**src/rtl/uart_rx_pkg.sv**
```systemverilog
// uart_rx_pkg: state encoding, frame constants and bit-timing helper shared by the UART blocks
package uart_rx_pkg;
    typedef enum logic [2:0] {S_IDLE, S_START, S_DATA, S_PARITY, S_STOP, S_BREAK} state_t;
    localparam int DATA_BITS = 8;
    localparam logic LINE_IDLE = 1'b1;
    function automatic int clks_per_bit(input int clk_hz, input int baud);
        return clk_hz / baud;
    endfunction
endpackage

```
**src/rtl/uart_sync2.sv**
```systemverilog
// uart_sync2: two-flop synchroniser for an asynchronous input, resets to the idle-high level
module uart_sync2
    import uart_rx_pkg::*;
(
    input  logic clk,
    input  logic rst,
    input  logic i_d,
    output logic o_q
);
    logic r_meta, r_sync;
    always_ff @(posedge clk) begin
        if (rst) begin
            r_meta <= LINE_IDLE;
            r_sync <= LINE_IDLE;
        end else begin
            r_meta <= i_d;
            r_sync <= r_meta;
        end
    end
    assign o_q = r_sync;
endmodule

```
**src/rtl/uart_rx.sv**
```systemverilog
// uart_rx: mid-bit sampling UART receiver, 8 data bits LSB first, optional parity, one stop bit
module uart_rx
    import uart_rx_pkg::*;
#(
    parameter int CLK_HZ     = 50_000_000,
    parameter int BAUD       = 115_200,
    parameter int PARITY_EN  = 0,
    parameter int PARITY_ODD = 0
) (
    input  logic                 clk,
    input  logic                 rst,
    input  logic                 rxd,
    output logic [DATA_BITS-1:0] rx_data,
    output logic                 rx_complete,
    output logic                 rx_error,
    output logic                 rx_busy
);
    localparam int CLKS_PER_BIT = clks_per_bit(CLK_HZ, BAUD);
    localparam int HALF = CLKS_PER_BIT / 2;
    localparam int TW = $clog2(CLKS_PER_BIT);
    localparam int IW = $clog2(DATA_BITS);
    localparam logic [TW-1:0] T_FULL = TW'(CLKS_PER_BIT - 1);
    localparam logic [TW-1:0] T_HALF = TW'(HALF - 1);
    localparam logic [IW-1:0] LAST_IDX = IW'(DATA_BITS - 1);
    state_t               r_state;
    logic [TW-1:0]        r_timer;
    logic [IW-1:0]        r_idx;
    logic [DATA_BITS-1:0] r_shift, r_data;
    logic                 r_perr, r_complete, r_error;
    logic                 w_rxs, w_tick;
    uart_sync2 u_sync (.clk(clk), .rst(rst), .i_d(rxd), .o_q(w_rxs));
    assign w_tick = r_timer == '0;
    always_ff @(posedge clk) begin
        if (rst) begin
            r_state    <= S_IDLE;
            r_timer    <= '0;
            r_idx      <= '0;
            r_shift    <= '0;
            r_data     <= '0;
            r_perr     <= 1'b0;
            r_complete <= 1'b0;
            r_error    <= 1'b0;
        end else begin
            r_complete <= 1'b0;
            r_error    <= 1'b0;
            r_timer    <= w_tick ? T_FULL : r_timer - 1'b1;
            case (r_state)
                S_IDLE: if (!w_rxs) begin
                    r_timer <= T_HALF;
                    r_state <= S_START;
                end
                S_START: if (w_tick) begin
                    r_idx   <= '0;
                    r_perr  <= 1'b0;
                    r_state <= w_rxs ? S_IDLE : S_DATA;
                end
                S_DATA: if (w_tick) begin
                    r_shift[r_idx] <= w_rxs;
                    r_idx          <= r_idx + 1'b1;
                    if (r_idx == LAST_IDX) r_state <= (PARITY_EN != 0) ? S_PARITY : S_STOP;
                end
                S_PARITY: if (w_tick) begin
                    r_perr  <= ((^r_shift) ^ w_rxs) != (PARITY_ODD != 0);
                    r_state <= S_STOP;
                end
                // Returning to IDLE at mid-stop leaves half a bit to catch a zero-gap start bit
                S_STOP: if (w_tick) begin
                    r_complete <= w_rxs && !r_perr;
                    r_error    <= !w_rxs || r_perr;
                    if (w_rxs && !r_perr) r_data <= r_shift;
                    r_state    <= w_rxs ? S_IDLE : S_BREAK;
                end
                S_BREAK: if (w_rxs) r_state <= S_IDLE;
                default: r_state <= S_IDLE;
            endcase
        end
    end
    assign rx_data     = r_data;
    assign rx_complete = r_complete;
    assign rx_error    = r_error;
    assign rx_busy     = r_state != S_IDLE;
endmodule

```
**config.mk**
```make
export PLATFORM = sky130hd
export DESIGN_NAME = uart_rx
export DESIGN_NICKNAME = d
export VERILOG_FILES = /design/src/rtl/uart_rx_pkg.sv /design/src/rtl/uart_sync2.sv /design/src/rtl/uart_rx.sv
export SDC_FILE = /design/constraint.sdc
export NUM_CORES = 1
export LEC_CHECK = 0
export ABC_AREA = 0
export CORE_MARGIN = 2
export CORE_UTILIZATION = 27
export DETAILED_ROUTE_END_ITERATION = 10
export PLACE_DENSITY = 0.41
export REMOVE_ABC_BUFFERS = 1
export SLEW_MARGIN = 30
export SYNTH_ARGS = -nofsm -noshare
export SYNTH_HDL_FRONTEND = slang
export SYNTH_HIERARCHICAL = 1
export SYNTH_SLANG_ARGS = --single-unit
```
**constraint.sdc**
```tcl
create_clock -name clk -period 2.03 [get_ports clk]
set_input_delay 0.406 -clock clk [delete_from_list [all_inputs] [get_ports clk]]
set_output_delay 0.406 -clock clk [all_outputs]
set_load 0.005 [all_outputs]
```
==> impl_metrics.csv, run 1 <==
group,metric,value,unit
status,status,"finished, final reports clean",
pwr,leakagePower,0.748,nW
synth,synth_area_leaders,"dfxtp_1 (42%), mux2i_1 (4.7%), xnor2_1 (3.6%)",
pwr,peakVddDrop,0.000519,V
floorplanning,die-width,83.4,um
cts,clock-root-buffer,"clkbuf_8",
grt,grt_pass1_wl,6670,um
layout,area_growth,24.3,%
placement,place_congestion,0.797,
critical_path,worst_ep_arrival_time,2170,ps
cts,clock_sinks,36,
synth,ys_seq_area_share,42.4,%
sta,fin_crit_sh,98.2,%
critical_path,startpoint_type,"flip-flop",
synth,synthCells,183,
cts,clk_pin_slew,70,ps
cts,h-tree-depth,2,
synth,synth_top_cell_area_share,42.4,%
layout,finalNetCount,214,
synth,postSynth.asyncResetShare,0,%
pwr,switching_power,639,uW
sta,layout_min_cycle_time,1990,ps
sta,rsz0062_at_grt,"true",
sta,hold_viol_final,0,
pwr,p_int,1.31,mW
layout,drive_above_1_share,19.2,%
placement,dp.cells,275,
pwr,p_per_area,920,mW/mm^2
drt,ant_nets,0,
synth,yosysUniqueCellTypes,41,
floorplanning,ios,14,
drt,drc,0,
placement,hpwl,2830,um
run,drv_cap,0,
cts,clock_latency,280,ps
grt,grt_pass1_vias,1359,
critical_path,worst_setup_path_end_kind,"flip-flop",
grt,antenna_found_initial,0,
floorplanning,die_y,83.4,um
sta,setup_ws,36.2,ps
pwr,p_clk_share,24.3,%
synth,yosys_most_used_dff,"dfxtp_1",
layout,n_antenna_cell,0,
sta,slew_headroom,60.3,%
drt,routedWlPerCell,14.0,um
floorplanning,core_region_area,0.00599,mm^2
placement,portBuffers,13,
floorplanning,initial_core_util,28.4,%
cts,tritoncts,"yes",
sta,fin_skew,5.62,ps
floorplanning,core.rowCount,28,
critical_path,crit_required,2200,ps
pwr,p_sw_share,32.9,%
synth,synth-seq-cells,36,
sta,worst-slew-pin-transition,595,ps
layout,mostFrequentLayoutCell,"dfxtp_1",
sta,setup-violations-final,0,
synth,yosysTopAreaCell,"dfxtp_1",
cts,hold_buffers,0,
drt,viasPerCell,4.78,
layout,instances_no_fill,283,
synth,synth_edf_count,0,
floorplanning,fp.dieArea,0.00695,mm^2
critical_path,path_class,"reg2reg",
sta,slew_violations,0,
grt,gr-total-overflow,0,
drt,vias,1352,
grt,grtUsageTotal,12.1,%
placement,dp_slack,-52.2,ps
cts,clockBufferDepth,2,
layout,fin_util,35.3,%
worst_hold_path,min_path_type,"reg2reg",
layout,nFillCells,603,
synth,synth.avg_cell_area,9.29,um^2
layout,mostFrequentLayoutCells,"dfxtp_1 (33), nor2_1 (16), buf_4 (14)",
synth,ys_warn_count,6,
drt,drt_iter0_markers,44,
pwr,combPwrFrac,31.8,%
drt,firstDrtPassIters,4,
sta,fin_setup_tns,0,ps
sta,fmax,502,MHz
cts,numCtsBuffers,5,
drt,wl,3950,um
synth,syn_area,0.00170,mm^2
critical_path,crit_fanout,5,
grt,grt_max_degree,34,
pwr,power_frac_seq,43.8,%
-- cells by family after synthesis --
group                    count (synthesis)  synth area share (%)
AND/OR/NAND/NOR                         78                  27.5
adder cells (fa/ha/maj)                  3                  2.21
AO/OA/AOI/OAI                           33                  12.4
buffers and inverters                   12                  3.16
flip-flops                              36                  42.4
multiplexers                             9                  5.37
XOR/XNOR                                12                  6.99
-- synth_stat cells, types with 3 or more instances --
cell type and instances:
a21boi_0 4, a21oi_1 12, and3_1 4, clkbuf_1 8, dfxtp_1 36, ha_1 3, mux2i_1 8, nand2_1 4
nand2b_1 8, nand3_1 8, nand4_1 4, nor2_1 16, nor2b_1 5, nor3_1 6, nor4_1 3, nor4b_1 3
o21ai_0 7, o21ba_2 4, or2_1 3, or3_1 3, xnor2_1 7, xor2_1 4
-- per-layer routing --
layer / vias to the layer above / share of wire [%] / track usage, %
met3: 2 / 2.2 / 4.17
met4: 0 / 0.58 / 3.58
li1: 707 / - / -
met1: 630 / 50 / 15.2
met5: - / 0 / 0
met2: 13 / 47 / 19.5
-- flip-flops by register name, indices dropped and copies added, names as in the netlist --
name / flops
u_sync/o_q: 1
rx_error: 1
r_state: 3
rx_complete: 1
rx_data: 8
r_idx: 3
r_timer: 9
r_shift: 8
r_perr: 1
u_sync/r_meta: 1
-- per-stage QoR --
step / instance area (um^2) / total power, mW / hold slack (ps)
floorplan: 1650 / 1.24 / 383
detailed placement: 2000 / 1.48 / 405
CTS: 2080 / 1.97 / 427
global placement: 2000 / 1.47 / 391
finish: 2110 / 1.94 / 418
global route: 2110 / 2.09 / 436
-- critical path, stage by stage, from the launching register on --
cell     delay (ps)
dfxtp_2         330
inv_2            70
ha_4            130
or4b_4          510
nor4_4          360
buf_4           210
mux2i_1         200
nor2_1           70
-- power by group through the flow --
stage	sequential, mW	clock, mW	combinational, mW
6_report	0.852	0.473	0.619
5_1_grt	0.860	0.542	0.691
4_1_cts	0.850	0.498	0.627
3_5_place_dp	0.865	0	0.612
3_3_place_gp	0.864	0	0.605
2_1_floorplan	0.860	0	0.376
-- path summary, 6_finish.rpt --
path,startpoint,to,slack (ps),depth (start not counted)
min reg2reg,u_sync/r_meta,u_sync/o_q,420,1
max reg2reg,r_timer[1],rx_data[6],40,7
max,r_timer[1],rx_data[6],40,7
min,u_sync/r_meta,u_sync/o_q,420,1
-- layout make-up --
cell class                      instances  area [um^2]  area share [%]
Clock inverter                          1         5.00           0.237
Multi-Input combinational cell        135          955            45.2
Tap cell                               75         93.8            4.44
Sequential cell                        36          724            34.3
Clock buffer                            6         72.6            3.43
Inverter                                2         7.51           0.355
Timing Repair Buffer                   28          255            12.1
-- what timing repair did --
action | in CTS | in global routing
gates resized for setup | 1 | 9
cloned | 0 | 0
setup endpoints to repair | 13 | 20
buffers inserted | 0 | 1
endpoints found under the hold margin | 0 | 0
pin swaps | 0 | 2
Note: power is estimated with default switching activity, not from simulation.
==> run 2: changes to the inputs <==
--- a/constraint.sdc
+++ b/constraint.sdc
@@ -3,2 +3,2 @@
 set_output_delay 0.406 -clock clk [all_outputs]
-set_load 0.005 [all_outputs]
+set_load 0.1 [all_outputs]
==> run 2 against run 1 <==
Effect of this change:
- final cell count increased by 0.35%
- core utilization increased by 0.21 points
- design area increased by 0.59%
- clock skew increased by 5.2 ps
- hold slack got worse by 9.2 ps
- critical endpoint is now r_shift[4]
- largest power group unchanged
==> impl_metrics.csv, run 2 (synthesis gave the netlist of run 1 again) <==
group,metric,value,unit
layout,stdcell_area,0.00213,mm^2
layout,n_antenna_cell,0,
cts,clock_latency,290,ps
pwr,peakVddDrop,0.000512,V
floorplanning,ios,14,
sta,setup-violations-final,0,
drt,drc,0,
pwr,leakagePower,0.789,nW
drt,drt_iter0_markers,56,
grt,grt_pass1_wl,6700,um
drt,wl,3950,um
layout,drive_above_1_share,23.9,%
sta,fin_hold_ws,409,ps
critical_path,worst_ep_arrival_time,2140,ps
floorplanning,initial_core_util,28.4,%
grt,grt_max_degree,34,
layout,mostFrequentLayoutCell,"dfxtp_1",
grt,grtUsageTotal,12.0,%
critical_path,endpoint,"r_shift[4]",
floorplanning,fp.dieArea,0.00695,mm^2
cts,h-tree-depth,2,
pwr,p_per_area,1010,mW/mm^2
cts,numCtsBuffers,5,
grt,grt_pass1_vias,1387,
critical_path,r2r_cells,7,
placement,portBuffers,13,
placement,hpwl,2810,um
critical_path,regToRegEndpoint,"r_shift[4]",
critical_path,regToRegStartpoint,"r_timer[0]",
worst_hold_path,min_path_type,"reg2reg",
layout,finalNetCount,214,
floorplanning,core_region_area,0.00599,mm^2
drt,vias,1398,
run,drv_cap,0,
sta,fin_crit_sh,96.0,%
floorplanning,core.rowCount,28,
critical_path,worst_setup_path_end_kind,"flip-flop",
layout,largest_register,"r_timer",
layout,area_growth,25.0,%
sta,slew_headroom,58.8,%
cts,post-cts-setup-buffers,0,
sta,fin_skew,10.9,ps
placement,place_congestion,0.770,
drt,firstDrtPassIters,4,
drt,viasPerCell,4.92,
placement,dp_slack,-28.6,ps
sta,setup_ws,80.4,ps
cts,clockBufferDepth,2,
critical_path,path_class,"reg2reg",
placement,post_dp_cell_area,0.00199,mm^2
cts,tritoncts,"yes",
critical_path,critPathSlowestCell,"nor4b_1",
cts,clock_sinks,36,
layout,nFillCells,632,
floorplanning,die-width,83.4,um
sta,slew_violations,0,
grt,gr-total-overflow,0,
drt,routedWlPerCell,13.9,um
sta,worst-slew-pin-transition,617,ps
sta,fin_setup_tns,0,ps
critical_path,crit_required,2220,ps
sta,fmax,513,MHz
cts,clock-root-buffer,"clkbuf_8",
critical_path,crit_chain,"inv_1 > ha_1 > buf_4 > nor4b_1 > and4_1 > a21boi_0 > o21ba_2",
status,status,"finished, final reports clean",
layout,mostFrequentLayoutCells,"dfxtp_1 (35), buf_4 (24), nor2_1 (15)",
critical_path,crit_fanout,5,
critical_path,cp-startpoint,"r_timer[0]",
drt,ant_nets,0,
floorplanning,die_y,83.4,um
layout,largest_reg_flops,9,
cts,clk_pin_slew,70,ps
critical_path,regToRegSetupSlack,80,ps
grt,antenna_found_initial,0,
sta,layout_min_cycle_time,1950,ps
critical_path,slowest_delay,470,ps
sta,hold_viol_final,0,
critical_path,startpoint_type,"flip-flop",
sta,rsz0062_at_grt,"true",
run 2: cell types whose count changed in the layout (fill, tap and decap cells not counted), sizes merged:
cell / delta
buf: +11
bufinv: +1
clkdlybuf4s50: -11
run 2: area by class of cell:
type / count / area, um^2 / area share [%]
multi-input cells: 135 / 955 / 44.9
flip-flops and latches: 36 / 722 / 34.0
clock inverters: 2 / 35.0 / 1.65
well taps: 75 / 93.8 / 4.41
clock buffers: 6 / 72.6 / 3.41
repair buffers: 28 / 240 / 11.3
inverters: 2 / 7.51 / 0.353
run 2: how the worst min path moves through the flow:
| stage | slack (ps) | depth (start not counted) | from | end |
|---|---|---|---|---|
| after global placement | 390 | 1 | u_sync/r_meta | u_sync/o_q |
| after CTS | 410 | 1 | u_sync/r_meta | u_sync/o_q |
| after global routing | 450 | 1 | u_sync/r_meta | u_sync/o_q |
| after floorplan | 380 | 1 | u_sync/r_meta | u_sync/o_q |
| final | 410 | 1 | u_sync/r_meta | u_sync/o_q |
| after detailed placement | 400 | 1 | u_sync/r_meta | u_sync/o_q |
run 2: through the flow:
step	cells	util [%]	power [mW]
final	284	35.5	2.14
after global routing	284	35.5	2.29
after CTS	284	35.0	2.14
after detailed placement	276	33.2	1.49
after global placement	276	33.2	1.49
after floorplan	173	-	1.25
run 2: timing repair:
action                                  CTS  global route
gates cloned                              0             0
endpoints found under the hold margin     0             0
hold buffers                              0             0
resized for setup                         1             6
endpoints found under the setup margin   11            15
pin swaps                                 0             1
run 2: layer usage:
metal  track usage [%]  vias up  share of wire (%)
li1                  -      703                  -
met1              15.6      663                 49
met2              18.8       23                 45
met3              2.68        9                3.1
met4              5.37        0                2.2
met5                 0        -                  0
run 2: worst max-delay path, delay by kind of cell (launching register included):
family	cells	cell delay [ps]
flip-flops	1	310
AO/OA/AOI/OAI	2	340
buffers and inverters	2	170
adder cells (fa/ha/maj)	1	150
AND/OR/NAND/NOR	2	880
run 2: report_power, final:
part / switching, mW / internal, mW
clock network: 0.261 / 0.365
registers: 0.0711 / 0.782
logic: 0.357 / 0.309
